--- src/rtl/keypad_pkg.sv ---
// keypad_pkg: shared types and constants for the 4x4 keypad scanner.
// The buffer depth constant is only used when KEYPAD_FIFO_EN is defined.
package keypad_pkg;

    localparam int KP_ROWS       = 4;
    localparam int KP_COLS       = 4;
    localparam int KP_CODE_W     = 4;
    localparam int KP_FIFO_DEPTH = 4;

    typedef enum logic [1:0] {
        SCAN,
        DEBOUNCE,
        EMIT,
        WAIT_RELEASE
    } kp_state_e;

    // Index of the lowest active-low column; only meaningful when some column is low.
    function automatic logic [1:0] lowest_low(input logic [KP_COLS-1:0] cols);
        logic [1:0] idx;
        if (!cols[0])      idx = 2'd0;
        else if (!cols[1]) idx = 2'd1;
        else if (!cols[2]) idx = 2'd2;
        else               idx = 2'd3;
        return idx;
    endfunction

endpackage

--- src/rtl/keypad_tick_gen.sv ---
// keypad_tick_gen: free-running divider producing a one-cycle scan tick
// every TICK_DIV system clocks (clock enable, not a derived clock).
module keypad_tick_gen #(
    parameter int TICK_DIV = 50000
) (
    input  logic clk,
    input  logic rst,
    output logic tick
);

    localparam int CW = $clog2(TICK_DIV);
    localparam logic [CW-1:0] LAST = CW'(TICK_DIV - 1);

    logic [CW-1:0] cnt_q;

    // Count 0..TICK_DIV-1 and wrap.
    always_ff @(posedge clk) begin
        if (rst)                cnt_q <= '0;
        else if (cnt_q == LAST) cnt_q <= '0;
        else                    cnt_q <= cnt_q + CW'(1);
    end

    assign tick = (cnt_q == LAST);

endmodule

--- src/rtl/keypad_scanner.sv ---
// keypad_scanner: scans a 4x4 active-low matrix, debounces, and hands one
// code per press to the consumer over valid/ready.
// Macro KEYPAD_FIFO_EN: when defined the output buffer is a 4-entry
// first-word-fall-through FIFO; otherwise a single holding register.
module keypad_scanner
    import keypad_pkg::*;
#(
    parameter int TICK_DIV       = 50000,
    parameter int DEBOUNCE_TICKS = 4
) (
    input  logic                 clk,
    input  logic                 rst,
    output logic [KP_ROWS-1:0]   row_out,
    input  logic [KP_COLS-1:0]   col_in,
    output logic                 key_valid,
    output logic [KP_CODE_W-1:0] key_code,
    input  logic                 key_ready,
    output logic                 overflow
);

    localparam int DW = $clog2(DEBOUNCE_TICKS + 1);
    localparam logic [DW-1:0] DB_LAST = DW'(DEBOUNCE_TICKS - 1);

    logic                 tick;
    logic [KP_COLS-1:0]   col_meta_q, col_sync_q;
    kp_state_e            state_q, state_d;
    logic [1:0]           row_q, row_d;
    logic [1:0]           col_q, col_d;
    logic [DW-1:0]        cnt_q, cnt_d;
    logic [KP_ROWS-1:0]   row_out_q;
    logic                 push;
    logic                 pop;
    logic                 full;
    logic                 do_push;
    logic                 overflow_q;
    logic [KP_CODE_W-1:0] push_code;

    keypad_tick_gen #(.TICK_DIV(TICK_DIV)) u_tick (
        .clk  (clk),
        .rst  (rst),
        .tick (tick)
    );

    // Two-flop synchronizer for the asynchronous column inputs.
    always_ff @(posedge clk) begin
        if (rst) begin
            col_meta_q <= '1;
            col_sync_q <= '1;
        end else begin
            col_meta_q <= col_in;
            col_sync_q <= col_meta_q;
        end
    end

    // Scan FSM state, current row, latched column, shared debounce/release counter.
    always_ff @(posedge clk) begin
        if (rst) begin
            state_q   <= SCAN;
            row_q     <= 2'd0;
            col_q     <= 2'd0;
            cnt_q     <= '0;
            row_out_q <= 4'b1110;
        end else begin
            state_q   <= state_d;
            row_q     <= row_d;
            col_q     <= col_d;
            cnt_q     <= cnt_d;
            row_out_q <= ~(4'b0001 << row_d);
        end
    end

    // Next-state logic: everything except EMIT waits for a tick.
    always_comb begin
        state_d = state_q;
        row_d   = row_q;
        col_d   = col_q;
        cnt_d   = cnt_q;
        push    = 1'b0;
        case (state_q)
            SCAN: begin
                if (tick) begin
                    if (col_sync_q != 4'hF) begin
                        col_d   = lowest_low(col_sync_q);
                        cnt_d   = '0;
                        state_d = (DEBOUNCE_TICKS == 1) ? EMIT : DEBOUNCE;
                    end else begin
                        row_d = row_q + 2'd1;
                    end
                end
            end
            DEBOUNCE: begin
                if (tick) begin
                    if (!col_sync_q[col_q]) begin
                        cnt_d = cnt_q + DW'(1);
                        if (cnt_d == DB_LAST) state_d = EMIT;
                    end else begin
                        row_d   = row_q + 2'd1;
                        state_d = SCAN;
                    end
                end
            end
            EMIT: begin
                push    = 1'b1;
                cnt_d   = '0;
                state_d = WAIT_RELEASE;
            end
            WAIT_RELEASE: begin
                // Row stays driven; need DEBOUNCE_TICKS all-high samples in a row.
                if (tick) begin
                    if (col_sync_q == 4'hF) begin
                        if (cnt_q == DB_LAST) begin
                            cnt_d   = '0;
                            row_d   = row_q + 2'd1;
                            state_d = SCAN;
                        end else begin
                            cnt_d = cnt_q + DW'(1);
                        end
                    end else begin
                        cnt_d = '0;
                    end
                end
            end
            default: state_d = SCAN;
        endcase
    end

    assign push_code = {row_q, col_q};
    assign do_push   = push && (!full || pop);

`ifdef KEYPAD_FIFO_EN
    logic [KP_CODE_W-1:0] fifo_mem_q [KP_FIFO_DEPTH];
    logic [1:0]           wr_ptr_q, rd_ptr_q;
    logic [2:0]           fill_q;

    assign full = (fill_q == 3'(KP_FIFO_DEPTH));
    assign pop  = (fill_q != 3'd0) && key_ready;

    // FWFT FIFO: pointers wrap naturally at 2 bits; a pop frees room for a same-edge push.
    always_ff @(posedge clk) begin
        if (rst) begin
            wr_ptr_q <= 2'd0;
            rd_ptr_q <= 2'd0;
            fill_q   <= 3'd0;
            for (int i = 0; i < KP_FIFO_DEPTH; i++) fifo_mem_q[i] <= '0;
        end else begin
            if (do_push) begin
                fifo_mem_q[wr_ptr_q] <= push_code;
                wr_ptr_q             <= wr_ptr_q + 2'd1;
            end
            if (pop) rd_ptr_q <= rd_ptr_q + 2'd1;
            fill_q <= fill_q + {2'b00, do_push} - {2'b00, pop};
        end
    end

    assign key_valid = (fill_q != 3'd0);
    assign key_code  = fifo_mem_q[rd_ptr_q];
`else
    logic                 hold_valid_q;
    logic [KP_CODE_W-1:0] hold_code_q;

    assign full = hold_valid_q;
    assign pop  = hold_valid_q && key_ready;

    // Single holding register; code stays put while the consumer stalls.
    always_ff @(posedge clk) begin
        if (rst) begin
            hold_valid_q <= 1'b0;
            hold_code_q  <= '0;
        end else if (do_push) begin
            hold_valid_q <= 1'b1;
            hold_code_q  <= push_code;
        end else if (pop) begin
            hold_valid_q <= 1'b0;
        end
    end

    assign key_valid = hold_valid_q;
    assign key_code  = hold_code_q;
`endif

    // Dropped push flags overflow for exactly the cycle after EMIT.
    always_ff @(posedge clk) begin
        if (rst) overflow_q <= 1'b0;
        else     overflow_q <= push && !do_push;
    end

    assign overflow = overflow_q;
    assign row_out  = row_out_q;

endmodule

--- config.mk ---
export PLATFORM = sky130hd
export DESIGN_NAME = keypad_scanner
export DESIGN_NICKNAME = d
export VERILOG_FILES = /design/src/rtl/keypad_pkg.sv /design/src/rtl/keypad_tick_gen.sv /design/src/rtl/keypad_scanner.sv
export SDC_FILE = /design/constraint.sdc
export NUM_CORES = 1
export LEC_CHECK = 0
export CORE_MARGIN = 2
export CORE_UTILIZATION = 30
export DETAILED_ROUTE_END_ITERATION = 12
export GPL_TIMING_DRIVEN = 0
export PLACE_DENSITY = 0.47
export RECOVER_POWER = 25
export SLEW_MARGIN = 20
export SYNTH_ARGS = -nofsm -noshare
export SYNTH_HDL_FRONTEND = slang
export SYNTH_SLANG_ARGS = --single-unit
--- constraint.sdc ---
create_clock -name clk -period 2.85 [get_ports clk]
set_input_delay 0.4275 -clock clk [delete_from_list [all_inputs] [get_ports clk]]
set_output_delay 0.4275 -clock clk [all_outputs]
set_load 0.05 [all_outputs]
==> results_dict.tcl <==
set metrics [dict create \
    status "complete, no violations" \
    async_reset_ff_share_pct 0 \
    firstDrtPassIters 3 \
    worst-setup-path-type "reg -> reg" \
    ir_worst_vdd_mv 0.154 \
    powerDensity_nw_per_um2 507 \
    drv_slew 0 \
    clk_latency_ns 0.30 \
    cpPeakStageDelay_ns 0.68 \
    synth_top_area_cell "dfxtp_1" \
    cp.required_ns 3.08 \
    synthTopCellsByCount "dfxtp_1, nor2_1, nand2_1" \
    drv_cap 0 \
    synth_edf_count 0 \
    yosysTopAreaCellShare_pct 45.5 \
    drive_above_1_share_pct 11.4 \
    drcViolationCount 0 \
    synth_area_um2 1890 \
    yosysSeqAreaShare_pct 45.5 \
    portBuffers 16 \
    maxSlewHeadroom_pct 49.3 \
    gp_congestion 0.760 \
    fill_cells 620 \
    setup_slack_ns 0.412 \
    setup-violations-final 0 \
    root_buffer "clkbuf_8" \
    hold_buffers 0 \
    wl_per_cell_um 11.7 \
    totalWireLength_mm 3.56 \
    hp-class "reg -> reg" \
    final_hold_viol_count 0 \
    coreArea_um2 5990 \
    crit_chain "or4_4, nor4_1, o21ai_0, a21oi_2, mux2i_1" \
    dp.final_hpwl_mm 2.52 \
    finalHoldWorstSlack_ns 0.411 \
    p_leak_nw 0.810 \
    final_core_util_pct 37.8 \
    ant_nets 0 \
    overflow 0 \
    dieArea_um2 6950 \
    synth_flop_cell "dfxtp_1" \
    antenna_cells 0 \
    cts_buffer_depth 2 \
    initial_core_util_pct 31.6 \
    fin_crit_ns 2.44 \
    syn_area_per_cell_um2 9.27 \
    area_delta_synth_final_pct 19.7 \
    cts-buffers-inserted 5 \
    crit_slowest_cell "nor4_1" \
    cp_max_fo 5 \
    final_cells 303 \
    worst_clock_skew_ns 0.00611 \
    row_count 28 \
    grt_max_degree 14 \
    io_pins 17 \
    yosysUniqueCellTypes 41 \
    cp-end-kind "register" \
    via_per_inst 4.49 \
    timing.final.crit_share_pct 85.5 \
    cts_sinks 43 \
    grt_usage_pct 11.5 \
    first_iter_violations 65 \
    layout.nets 239 \
    crit_path_start_kind "register" \
    cts_resized 0 \
    tns_ns 0 \
    fmax_mhz 410 \
    grt_pass1_vias 1355 \
    dp.cells 295 \
    die_x_um 83.4 \
    yosysMostFrequentCell "dfxtp_1" \
    synth_seq_cells 43 \
    cts_setup_buffers 0 \
    fp.dieH_um 83.4 \
    dp_slack_ns 0.392 \
    synthCells 204 \
    grt_pass1_wl_mm 6.34 \
    htreeDepth 2 \
    synth_nets 216 \
    arrival_ns 2.67 \
    ys_warn_count 0 \
    worst_pin_slew_ns 0.754 \
    antenna_found_initial 0 \
    synth_area_leaders "dfxtp_1, mux2i_1, nor2_1, xor2_1, ha_1" \
    rsz0062_at_grt "no" \
    clkTransAtPathRegs_ns 0.08 \
    cts_tree "done" \
    vias 1360 \
]
[power breakdown]
part	switching, mW	internal [mW]	leakage, nW
Clock	0.204	0.283	0.0612
Combinational	0.0232	0.0211	0.400
Sequential	0.00524	0.609	0.349
Total	0.232	0.914	0.810
[through the flow]
stage	area, um^2	power (mW)
2_1_floorplan	1890	0.655
3_3_place_gp	2140	0.673
3_5_place_dp	2140	0.673
4_1_cts	2260	1.17
5_1_grt	2260	1.20
6_report	2260	1.15
[cell type report]
type | count | area (um^2) | share of cell area [%]
multi-input cells | 147 | 976 | 43.1
flip-flops and latches | 43 | 861 | 38.1
repair buffers | 16 | 160 | 7.08
well taps | 75 | 93.8 | 4.15
clock buffers | 6 | 82.6 | 3.65
clock inverters | 2 | 35.0 | 1.55
plain buffers | 7 | 27.5 | 1.22
inverters | 7 | 26.3 | 1.16
[cell families (layout without fill, tap and decap cells)]
| family | Yosys count | count (layout) | synth area share, % |
|---|---|---|---|
| muxes | 12 | 12 | 6.35 |
| buffers and inverters | 14 | 38 | 2.85 |
| DFF | 43 | 43 | 45.5 |
| AOI/OAI and AO/OA | 22 | 22 | 7.68 |
| xor gates and xnor gates | 13 | 13 | 6.02 |
| adders and majority gates | 5 | 5 | 3.31 |
| and+or+nand+nor | 95 | 95 | 28.3 |
[sequential cells by signal, indices dropped and copies added, names as in the netlist, named ones only]
name          cells
u_tick.cnt_q     16
col_meta_q        4
col_sync_q        4
key_code          4
row_out           4
cnt_q             3
col_q             2
row_q             2
key_valid         1
overflow          1
state_q           1
[worst max-delay path: cells and delay by family, from the launching register on]
kind             cells  cell delay (ns)
AO/OA/AOI/OAI        2             0.56
AND/OR/NAND/NOR      2             1.22
multiplexers         1             0.22
flip-flops           1             0.35
[per-layer routing]
| layer | wire length [um] | part of all wire (%) | vias to the layer above | global-route usage, % |
|---|---|---|---|---|
| met5 | 0 | 0 | - | 0 |
| met4 | 84 | 2.4 | 0 | 5.81 |
| met3 | 126 | 3.5 | 7 | 3.08 |
| met2 | 1350 | 38 | 21 | 16.3 |
| met1 | 1990 | 56 | 596 | 15.9 |
| li1 | - | - | 736 | - |
[cells in the final DEF (no fill, tap or decap), types with 2 or more instances in the layout]
cell,n
a21oi_1,6
nand3b_1,2
clkbuf_8,6
or2_2,8
nor4_1,2
or4_4,3
nor2b_1,5
mux2i_1,12
dfxtp_1,43
inv_1,7
clkdlybuf4s50_1,15
ha_1,5
and3_1,4
nand4_1,4
nand3_1,5
clkbuf_1,6
and2_1,2
nand2b_1,8
nor2_1,26
nor3b_1,3
xnor2_1,4
nand2_1,15
o21ai_0,6
xor2_1,9
[path summary, 6_finish.rpt]
kind / from / to / slack [ns] / depth (start not counted)
min: col_meta_q[0] / col_sync_q[0] / 0.41 / 1
min reg2reg: col_meta_q[0] / col_sync_q[0] / 0.41 / 1
max: u_tick.cnt_q[4] / cnt_q[1] / 0.41 / 5
max reg2reg: u_tick.cnt_q[4] / cnt_q[1] / 0.41 / 5
Note: power is estimated with default switching activity, not from simulation.
